File: src/rtl/mmio_ep_in_if.sv
// Stream and status bundle between the MMIO controller, the Bulk-IN endpoint
// and the USB encoder. The slave modport is the endpoint's view.
interface mmio_ep_in_if;
  // read-data stream from the MMIO controller
  logic       dat_tvalid_i;
  logic       dat_tready_o;
  logic       dat_tlast_i;
  logic [7:0] dat_tdata_i;
  // status handshake
  logic        sts_vld_i;
  logic        sts_rdy_o;
  logic [3:0]  sts_tag_i;
  logic [3:0]  sts_err_i;
  logic [15:0] sts_len_i;
  // packet stream to the USB encoder
  logic       usb_tvalid_o;
  logic       usb_tready_i;
  logic       usb_tkeep_o;
  logic       usb_tlast_o;
  logic [7:0] usb_tdata_o;

  modport slave (
    input  dat_tvalid_i, dat_tlast_i, dat_tdata_i,
    input  sts_vld_i, sts_tag_i, sts_err_i, sts_len_i,
    input  usb_tready_i,
    output dat_tready_o, sts_rdy_o,
    output usb_tvalid_o, usb_tkeep_o, usb_tlast_o, usb_tdata_o
  );

  modport master (
    output dat_tvalid_i, dat_tlast_i, dat_tdata_i,
    output sts_vld_i, sts_tag_i, sts_err_i, sts_len_i,
    output usb_tready_i,
    input  dat_tready_o, sts_rdy_o,
    input  usb_tvalid_o, usb_tkeep_o, usb_tlast_o, usb_tdata_o
  );
endinterface

File: src/rtl/mmio_ep_in.sv
// USB Bulk-IN endpoint: packs MMIO read data (or a 4-byte status frame) into a
// one-packet retransmit buffer and streams it out when the host selects the EP.
module mmio_ep_in #(
  parameter int unsigned BUF_SIZE = 64,
  parameter int unsigned BUF_BITS = 6
) (
  input  logic       clock,
  input  logic       reset,
  input  logic       set_conf_i,
  input  logic       clr_conf_i,
  input  logic [9:0] max_size_i,
  input  logic       selected_i,
  input  logic       timeout_i,
  input  logic       ack_recv_i,
  output logic       ep_ready_o,
  output logic       stalled_o,
  output logic       parity_o,
  output logic       mmio_sent_o,
  mmio_ep_in_if.slave bus
);

  localparam int unsigned CW = BUF_BITS + 1;

  localparam logic [2:0] IDLE  = 3'd0;
  localparam logic [2:0] FILL  = 3'd1;
  localparam logic [2:0] FULL  = 3'd2;
  localparam logic [2:0] SEND  = 3'd3;
  localparam logic [2:0] WAIT  = 3'd4;
  localparam logic [2:0] STALL = 3'd5;

  logic [2:0]          state_q, state_d;
  logic [CW-1:0]       cnt_q, cnt_d;
  logic [CW-1:0]       max_q, max_d;
  logic [BUF_BITS-1:0] rd_ptr_q, rd_ptr_d;
  logic                zlp_q, zlp_d;
  logic                is_sts_q, is_sts_d;
  logic                parity_q, parity_d;
  logic                sent_q, sent_d;

  logic [7:0] mem [BUF_SIZE];

  logic fill_acc;
  logic sts_acc;
  logic beat;

  // Handshake outputs decoded from the current state
  always_comb begin
    bus.dat_tready_o = (state_q == FILL) && !zlp_q;
    bus.sts_rdy_o    = (state_q == FILL) && !zlp_q && (cnt_q == '0) && !bus.dat_tvalid_i;
    bus.usb_tvalid_o = (state_q == SEND);
    // an empty buffer in SEND is a ZLP: keep low, tlast high
    bus.usb_tkeep_o  = (state_q == SEND) && (cnt_q != '0);
    bus.usb_tlast_o  = (state_q == SEND) &&
                       ((cnt_q == '0) || ({1'b0, rd_ptr_q} == cnt_q - CW'(1)));
    bus.usb_tdata_o  = (state_q == SEND) ? mem[rd_ptr_q] : 8'h00;
    ep_ready_o       = (state_q == FULL);
    stalled_o        = (state_q == STALL);
    parity_o         = parity_q;
    mmio_sent_o      = sent_q;
    fill_acc         = bus.dat_tready_o && bus.dat_tvalid_i;
    sts_acc          = bus.sts_rdy_o && bus.sts_vld_i;
    beat             = bus.usb_tvalid_o && bus.usb_tready_i;
  end

  // Next-state logic for the endpoint FSM and its bookkeeping
  always_comb begin
    state_d  = state_q;
    cnt_d    = cnt_q;
    max_d    = max_q;
    rd_ptr_d = rd_ptr_q;
    zlp_d    = zlp_q;
    is_sts_d = is_sts_q;
    parity_d = parity_q;
    sent_d   = 1'b0;

    case (state_q)
      IDLE: begin
        if (set_conf_i) begin
          if ((max_size_i != 10'd0) && (max_size_i <= 10'(BUF_SIZE))) begin
            state_d  = FILL;
            max_d    = max_size_i[CW-1:0];
            parity_d = 1'b0;
          end else begin
            state_d = STALL;
          end
        end
      end
      FILL: begin
        if (zlp_q) begin
          // previous packet ended exactly on max_size: follow with an empty one
          state_d = FULL;
        end else if (fill_acc) begin
          cnt_d = cnt_q + CW'(1);
          if ((cnt_q + CW'(1) == max_q) || bus.dat_tlast_i) begin
            state_d = FULL;
          end
          if ((cnt_q + CW'(1) == max_q) && bus.dat_tlast_i) begin
            zlp_d = 1'b1;
          end
        end else if (sts_acc) begin
          cnt_d    = CW'(4);
          is_sts_d = 1'b1;
          state_d  = FULL;
        end
      end
      FULL: begin
        if (selected_i) begin
          state_d  = SEND;
          rd_ptr_d = '0;
        end
      end
      SEND: begin
        // host dropped the token: rewind and resend the whole packet later
        if (!selected_i) begin
          state_d = FULL;
        end else if (beat) begin
          if (bus.usb_tlast_o) begin
            state_d = WAIT;
          end else begin
            rd_ptr_d = rd_ptr_q + BUF_BITS'(1);
          end
        end
      end
      WAIT: begin
        if (ack_recv_i) begin
          parity_d = ~parity_q;
          cnt_d    = '0;
          // only the ZLP itself consumes the pending-ZLP flag
          if (cnt_q == '0) begin
            zlp_d = 1'b0;
          end
          sent_d   = is_sts_q;
          is_sts_d = 1'b0;
          state_d  = FILL;
        end else if (timeout_i) begin
          state_d = FULL;
        end
      end
      STALL: begin
        state_d = STALL;
      end
      default: begin
        state_d = IDLE;
      end
    endcase

    if (clr_conf_i) begin
      state_d  = IDLE;
      cnt_d    = '0;
      max_d    = '0;
      rd_ptr_d = '0;
      zlp_d    = 1'b0;
      is_sts_d = 1'b0;
      parity_d = 1'b0;
      sent_d   = 1'b0;
    end
  end

  // State registers
  always_ff @(posedge clock or negedge reset) begin
    if (!reset) begin
      state_q  <= IDLE;
      cnt_q    <= '0;
      max_q    <= '0;
      rd_ptr_q <= '0;
      zlp_q    <= 1'b0;
      is_sts_q <= 1'b0;
      parity_q <= 1'b0;
      sent_q   <= 1'b0;
    end else begin
      state_q  <= state_d;
      cnt_q    <= cnt_d;
      max_q    <= max_d;
      rd_ptr_q <= rd_ptr_d;
      zlp_q    <= zlp_d;
      is_sts_q <= is_sts_d;
      parity_q <= parity_d;
      sent_q   <= sent_d;
    end
  end

  // Packet buffer writes: data bytes one at a time, status frame in one go
  always_ff @(posedge clock) begin
    if (fill_acc) begin
      mem[cnt_q[BUF_BITS-1:0]] <= bus.dat_tdata_i;
    end else if (sts_acc) begin
      mem[BUF_BITS'(0)] <= 8'h53;
      mem[BUF_BITS'(1)] <= {bus.sts_tag_i, bus.sts_err_i};
      mem[BUF_BITS'(2)] <= bus.sts_len_i[7:0];
      mem[BUF_BITS'(3)] <= bus.sts_len_i[15:8];
    end
  end

endmodule

File: src/flat_wrapper.sv
// flat-port wrapper written by rule: the top's interface ports become plain ports
module mmio_ep_in_flat 
#(
  parameter int unsigned BUF_SIZE = 64,
  parameter int unsigned BUF_BITS = 6
)
  (clock, reset, set_conf_i, clr_conf_i, max_size_i, selected_i, timeout_i, ack_recv_i, ep_ready_o, stalled_o, parity_o, mmio_sent_o, bus_dat_tvalid_i, bus_dat_tlast_i, bus_dat_tdata_i, bus_sts_vld_i, bus_sts_tag_i, bus_sts_err_i, bus_sts_len_i, bus_usb_tready_i, bus_dat_tready_o, bus_sts_rdy_o, bus_usb_tvalid_o, bus_usb_tkeep_o, bus_usb_tlast_o, bus_usb_tdata_o);
  mmio_ep_in_if bus_i ();
  input  logic clock;
  input  logic reset;
  input  logic set_conf_i;
  input  logic clr_conf_i;
  input  logic [9:0] max_size_i;
  input  logic selected_i;
  input  logic timeout_i;
  input  logic ack_recv_i;
  output logic ep_ready_o;
  output logic stalled_o;
  output logic parity_o;
  output logic mmio_sent_o;
  input wire logic [$bits(bus_i.dat_tvalid_i)-1:0] bus_dat_tvalid_i;
  input wire logic [$bits(bus_i.dat_tlast_i)-1:0] bus_dat_tlast_i;
  input wire logic [$bits(bus_i.dat_tdata_i)-1:0] bus_dat_tdata_i;
  input wire logic [$bits(bus_i.sts_vld_i)-1:0] bus_sts_vld_i;
  input wire logic [$bits(bus_i.sts_tag_i)-1:0] bus_sts_tag_i;
  input wire logic [$bits(bus_i.sts_err_i)-1:0] bus_sts_err_i;
  input wire logic [$bits(bus_i.sts_len_i)-1:0] bus_sts_len_i;
  input wire logic [$bits(bus_i.usb_tready_i)-1:0] bus_usb_tready_i;
  output wire logic [$bits(bus_i.dat_tready_o)-1:0] bus_dat_tready_o;
  output wire logic [$bits(bus_i.sts_rdy_o)-1:0] bus_sts_rdy_o;
  output wire logic [$bits(bus_i.usb_tvalid_o)-1:0] bus_usb_tvalid_o;
  output wire logic [$bits(bus_i.usb_tkeep_o)-1:0] bus_usb_tkeep_o;
  output wire logic [$bits(bus_i.usb_tlast_o)-1:0] bus_usb_tlast_o;
  output wire logic [$bits(bus_i.usb_tdata_o)-1:0] bus_usb_tdata_o;
  assign bus_i.dat_tvalid_i = bus_dat_tvalid_i;
  assign bus_i.dat_tlast_i = bus_dat_tlast_i;
  assign bus_i.dat_tdata_i = bus_dat_tdata_i;
  assign bus_i.sts_vld_i = bus_sts_vld_i;
  assign bus_i.sts_tag_i = bus_sts_tag_i;
  assign bus_i.sts_err_i = bus_sts_err_i;
  assign bus_i.sts_len_i = bus_sts_len_i;
  assign bus_i.usb_tready_i = bus_usb_tready_i;
  assign bus_dat_tready_o = bus_i.dat_tready_o;
  assign bus_sts_rdy_o = bus_i.sts_rdy_o;
  assign bus_usb_tvalid_o = bus_i.usb_tvalid_o;
  assign bus_usb_tkeep_o = bus_i.usb_tkeep_o;
  assign bus_usb_tlast_o = bus_i.usb_tlast_o;
  assign bus_usb_tdata_o = bus_i.usb_tdata_o;
  mmio_ep_in #(.BUF_SIZE(BUF_SIZE), .BUF_BITS(BUF_BITS)) u_core (.clock(clock), .reset(reset), .set_conf_i(set_conf_i), .clr_conf_i(clr_conf_i), .max_size_i(max_size_i), .selected_i(selected_i), .timeout_i(timeout_i), .ack_recv_i(ack_recv_i), .ep_ready_o(ep_ready_o), .stalled_o(stalled_o), .parity_o(parity_o), .mmio_sent_o(mmio_sent_o), .bus(bus_i));
endmodule
File: config.mk
export PLATFORM = sky130hd
export DESIGN_NAME = mmio_ep_in_flat
export DESIGN_NICKNAME = d
export VERILOG_FILES = /design/src/rtl/mmio_ep_in_if.sv /design/src/rtl/mmio_ep_in.sv /design/src/flat_wrapper.sv
export SDC_FILE = /design/constraint.sdc
export NUM_CORES = 1
export LEC_CHECK = 0
export ABC_AREA = 1
export ABC_CLOCK_PERIOD_IN_PS = 2600
export CORE_MARGIN = 8
export CORE_UTILIZATION = 61
export CTS_CLUSTER_DIAMETER = 80
export DETAILED_ROUTE_END_ITERATION = 10
export PLACE_DENSITY_LB_ADDON = 0.1
export SETUP_SLACK_MARGIN = 0.3
export SKIP_LAST_GASP = 1
export SYNTH_ARGS = -nofsm -noshare
export SYNTH_HDL_FRONTEND = slang
export SYNTH_SLANG_ARGS = --single-unit
File: constraint.sdc
create_clock -name clock -period 2.6 [get_ports clock]
set_input_delay 0.52 -clock clock [delete_from_list [all_inputs] [get_ports clock]]
set_output_delay 0.52 -clock clock [all_outputs]
set_load 0.1 [all_outputs]
==> metrics.md <==
| Metric | Value |
|---|---|
| Clock Tree Root | `clkbuf_16` |
| Non-Filler Instances | `2773` |
| Top routing layer in use | `met4` |
| Chip width | `210 um` |
| Clock share of power | `37.8%` |
| Metal2 WL | `31200 um` |
| Main flop type after synthesis | `edfxtp_1` |
| Slew margin rel. | `43.4%` |
| Synth Register Bits | `539` |
| WL met1 | `25400 um` |
| Final WS setup | `-0.812 ns` |
| Count leader, synth | `edfxtp_1` |
| Pwr dens | `696 mW/mm2` |
| Routed wire length | `65600 um` |
| First-pass GRT wire length | `96500 um` |
| Max Slew Vio Count | `0` |
| Port buffer count | `69` |
| # setup viols final | `9` |
| Count of hold-fix buffers inserted at cts | `0` |
| Drt via density | `6.25` |
| Buffers plus inverters on the worst setup path | `4` |
| Largest net degree at the start of global routing | `69` |
| DR WL met3 | `6560 um` |
| Die ar. | `0.0441 mm2` |
| FFs w/ async S/R, synth | `5.01%` |
| Post-DP HPWL | `39000 um` |
| DR vias | `17300` |
| Ratio of cells with drive above 1 in the final layout | `22.5%` |
| Final ANT Viol Nets | `0` |
| Synth Area per Inst | `11.2 um2` |
| Pre-CTS setup slack | `-0.123 ns` |
| Fin. Hold Viols | `0` |
| Sequential fraction of the synthesis area | `69.6%` |
| CP top delay family | `simple AND/OR/NAND/NOR gates` |
| Mapped Area | `0.0229 mm2` |
| Layout Nets | `2314` |
| Total gr overflow | `0` |
| Crit Path Max Fanout | `9` |
| Period minus WS final | `3.41 ns` |
| R2R Setup Slk | `0.33 ns` |
| # diodes | `0` |
| Synth Area in Adders | `0.164%` |
| H-tree depth | `2` |
| Static Leakage | `10.3 nW` |
| Number of remaining DRC errors | `0` |
| Worst Setup Start Kind | `flop` |
| Synth cell count leaders | `504 x edfxtp_1, 406 x nor2_1, 292 x nand2_1` |
| Compound-Gate Fraction of Synth Area | `9.95%` |
| Yosys Warn Count | `0` |
| Worst skew pair latency | `0.61 ns` |
| Worst Setup End Kind | `primary output` |
| Mapped Nets | `2104` |
| Clock Skew | `0.0187 ns` |
| GRT Total Usage | `28.7%` |
| Cells after DPL | `2621` |
| CP required | `2.08 ns` |
| Unrepaired setup endpoints after global routing | `true` |
| Gpl congestion | `0.871` |
| Clk slew on worst S/H paths | `0.06 ns` |
| WHS | `0.377 ns` |
| Post-synth cell types | `39` |
| Wire per inst | `23.7 um` |
| VDD IR-drop max | `0.650 mV` |
| Filler cells | `2263` |
| Number of synthesized flops with an enable pin | `504` |
| Vias in the first global route | `16400` |
| Multiplexer area fraction after synthesis | `0%` |
| Simple-Gate Fraction of Synth Area | `16.0%` |
| Number of cell rows | `71` |
| Largest family of logic cells by synthesized area | `simple AND/OR/NAND/NOR gates` |
| Initial core utilization | `61.5%` |
| Max_cap viols | `0` |
| Synth top area share | `66.0%` |
| Final worst-path cycle share | `131%` |
| FF-to-FF Start | `u_core.rd_ptr_q[0]` |
| Slowest-stage cell, CP | `dfrtp_4` |
| Setup TNS after final layout | `-6.32 ns` |
| Post-Synth XOR/XNOR Area | `0.344%` |
| Failing checks | `negative setup slack` |
| R2R Path End | `u_core.rd_ptr_q[2]` |
| CP cell instances | `buf_12 > clkbuf_16 > buf_6 > nor2_1 > nor2_1 > o21ai_0 > o21ai_1 > nand2_1 > nand3_1 > nand3_1 > nand2_2 > nor2_4 > nor2_4 > buf_12` |
| Worst Tran Pin Value | `0.849 ns` |
| R2r worst-path depth | `15` |
| Status | `finished with violations` |
| 1st-iter DRT viols | `1859` |
| Mapped Cells | `2048` |
| I/O Pins | `70` |
| Die Height | `210 um` |
| Largest cells by area after synthesis | `edfxtp_1 66%, nor2_1 6.6%, nand2_1 4.8%` |
| Seq pwr share | `49.1%` |
| Initial antenna violation count | `0` |
| Clk sink count | `539` |
| HP Class | `input port to asynchronous set/reset pin` |
| CTS tree | `yes` |
| Critical Path AT | `2.89 ns` |
| Synth area leader | `edfxtp_1` |
| Largest stage delay on the critical path | `0.47 ns` |
| Max Freq | `293 MHz` |
| P&R area growth vs syn | `24.7%` |
| CORE AREA | `0.0373 mm2` |
| Gate power share | `13.1%` |
| Switching power | `5.00 mW` |
| Pint | `14.9 mW` |
| Net Sw Frac | `25.1%` |
| Clock buffer depth | `3` |
| Initial DRT Pass Iterations | `5` |
| Worst Setup Path Type | `flop to primary output` |
| CTS buffer count | `53` |
## stage by stage
| step | area [um2] | power [mW] | utilization [%] |
|---|---|---|---|
| 2_1_floorplan | 23200 | 11.3 | - |
| 3_3_place_gp | 25300 | 12.1 | 67.8 |
| 3_5_place_dp | 25300 | 12.1 | 67.8 |
| 4_1_cts | 27800 | 19.7 | 74.6 |
| 5_1_grt | 28600 | 20.4 | 76.7 |
| 6_report | 28600 | 19.9 | 76.7 |
## power by group through the flow
| stage | combinational (mW) | clock (mW) | sequential, mW |
|---|---|---|---|
| detailed placement | 2.21 | 0 | 9.94 |
| global route | 2.76 | 7.88 | 9.78 |
| floorplan | 1.35 | 0 | 9.96 |
| global placement | 2.17 | 0 | 9.93 |
| CTS | 2.44 | 7.54 | 9.76 |
| finish | 2.61 | 7.53 | 9.77 |
## state kept, by name, summed over array words and instances (netlist names)
register	flops
u_core.cnt_q	7
u_core.is_sts_q	1
u_core.max_q	7
u_core.mem	512
u_core.mmio_sent_o	1
u_core.parity_o	1
u_core.rd_ptr_q	6
u_core.state_q	3
u_core.zlp_q	1
## cell usage in the layout (no fill, tap or decap), types with 7 or more instances in the layout
master           netlist  final
dfxtp_1                8      8
dfrtp_2                0      8
inv_1                 53     48
nor2_4                 2     32
clkdlybuf4s50_1        0     44
clkinv_2               0      9
buf_16                 0     12
edfxtp_1             504    504
buf_6                 14     14
clkinv_1               5     17
nand3b_1               8      8
o21ai_1               90    113
buf_4                 15    140
a21oi_1               35     33
o21ai_2                0      7
inv_2                 10     11
nand2_2                7     18
buf_12                 0     38
dfrtp_1               27     18
o21ai_0              219    187
clkbuf_16              0     61
nor2_1               406    332
nand4_1               14     14
nor2_2                 5     49
o22ai_1               54     51
clkbuf_1              47     11
o221ai_1              16     15
nand3_1              132     78
or2_2                  8      8
nand2_1              292    275
nand3_2                3     53
buf_2                 34      8
## worst max path at each step
stage	from	end	slack, ns	depth (start not counted)
2_1_floorplan	u_core.state_q[1]	u_core.mem[11][0]	0.11	7
3_3_place_gp	u_core.rd_ptr_q[1]	bus_usb_tdata_o[2]	-0.11	12
3_5_place_dp	u_core.rd_ptr_q[1]	bus_usb_tdata_o[2]	-0.12	12
4_1_cts	u_core.rd_ptr_q[0]	bus_usb_tdata_o[6]	-0.70	15
5_1_grt	u_core.rd_ptr_q[0]	bus_usb_tdata_o[0]	-0.86	13
6_report	u_core.rd_ptr_q[0]	bus_usb_tdata_o[5]	-0.81	14
## per-layer routing
layer	vias up	track usage, %
met4	0	10.9
met5	-	0
met2	1083	45.8
met1	8382	39.3
li1	7703	-
met3	161	5.14
## worst reg2reg max path, cell delays in order, from the launching register on
cell and delay [ns]:
dfrtp_4 0.52, buf_12 0.18, buf_16 0.16, buf_6 0.13
buf_6 0.12, xnor2_2 0.13, nor2_1 0.08, nand3_1 0.08
nor2_2 0.11, nand2_2 0.11, buf_6 0.14, nand2_2 0.07
nand2_4 0.09, nand2_4 0.10, nand3_1 0.07, nand2_1 0.10
## layout make-up
cell class	count	area (um2)	area share [%]
Timing Repair inverter	1	11.3	0.0394
Timing Repair Buffer	271	3120	10.9
Tap cell	474	593	2.07
Clock inverter	30	272	0.949
Sequential cell	539	16000	55.9
Multi-Input combinational cell	1324	6910	24.2
Clock buffer	66	1420	4.96
Inverter	68	294	1.03
## cells by family after synthesis
kind of cell | after synthesis
xor gates and xnor gates | 9
and+or+nand+nor | 887
adders and majority gates | 3
DFF | 539
buffers and inverters | 185
AOI/OAI and AO/OA | 425
## repair_timing
action / in CTS / in global routing
buffers inserted: 25 / 14
resized for setup: 92 / 136
pin swaps: 30 / 62
setup endpoints to repair: 162 / 79
hold endpoints to repair: 0 / 0
cloned: 11 / 6
(Power assumes the default switching activity.)
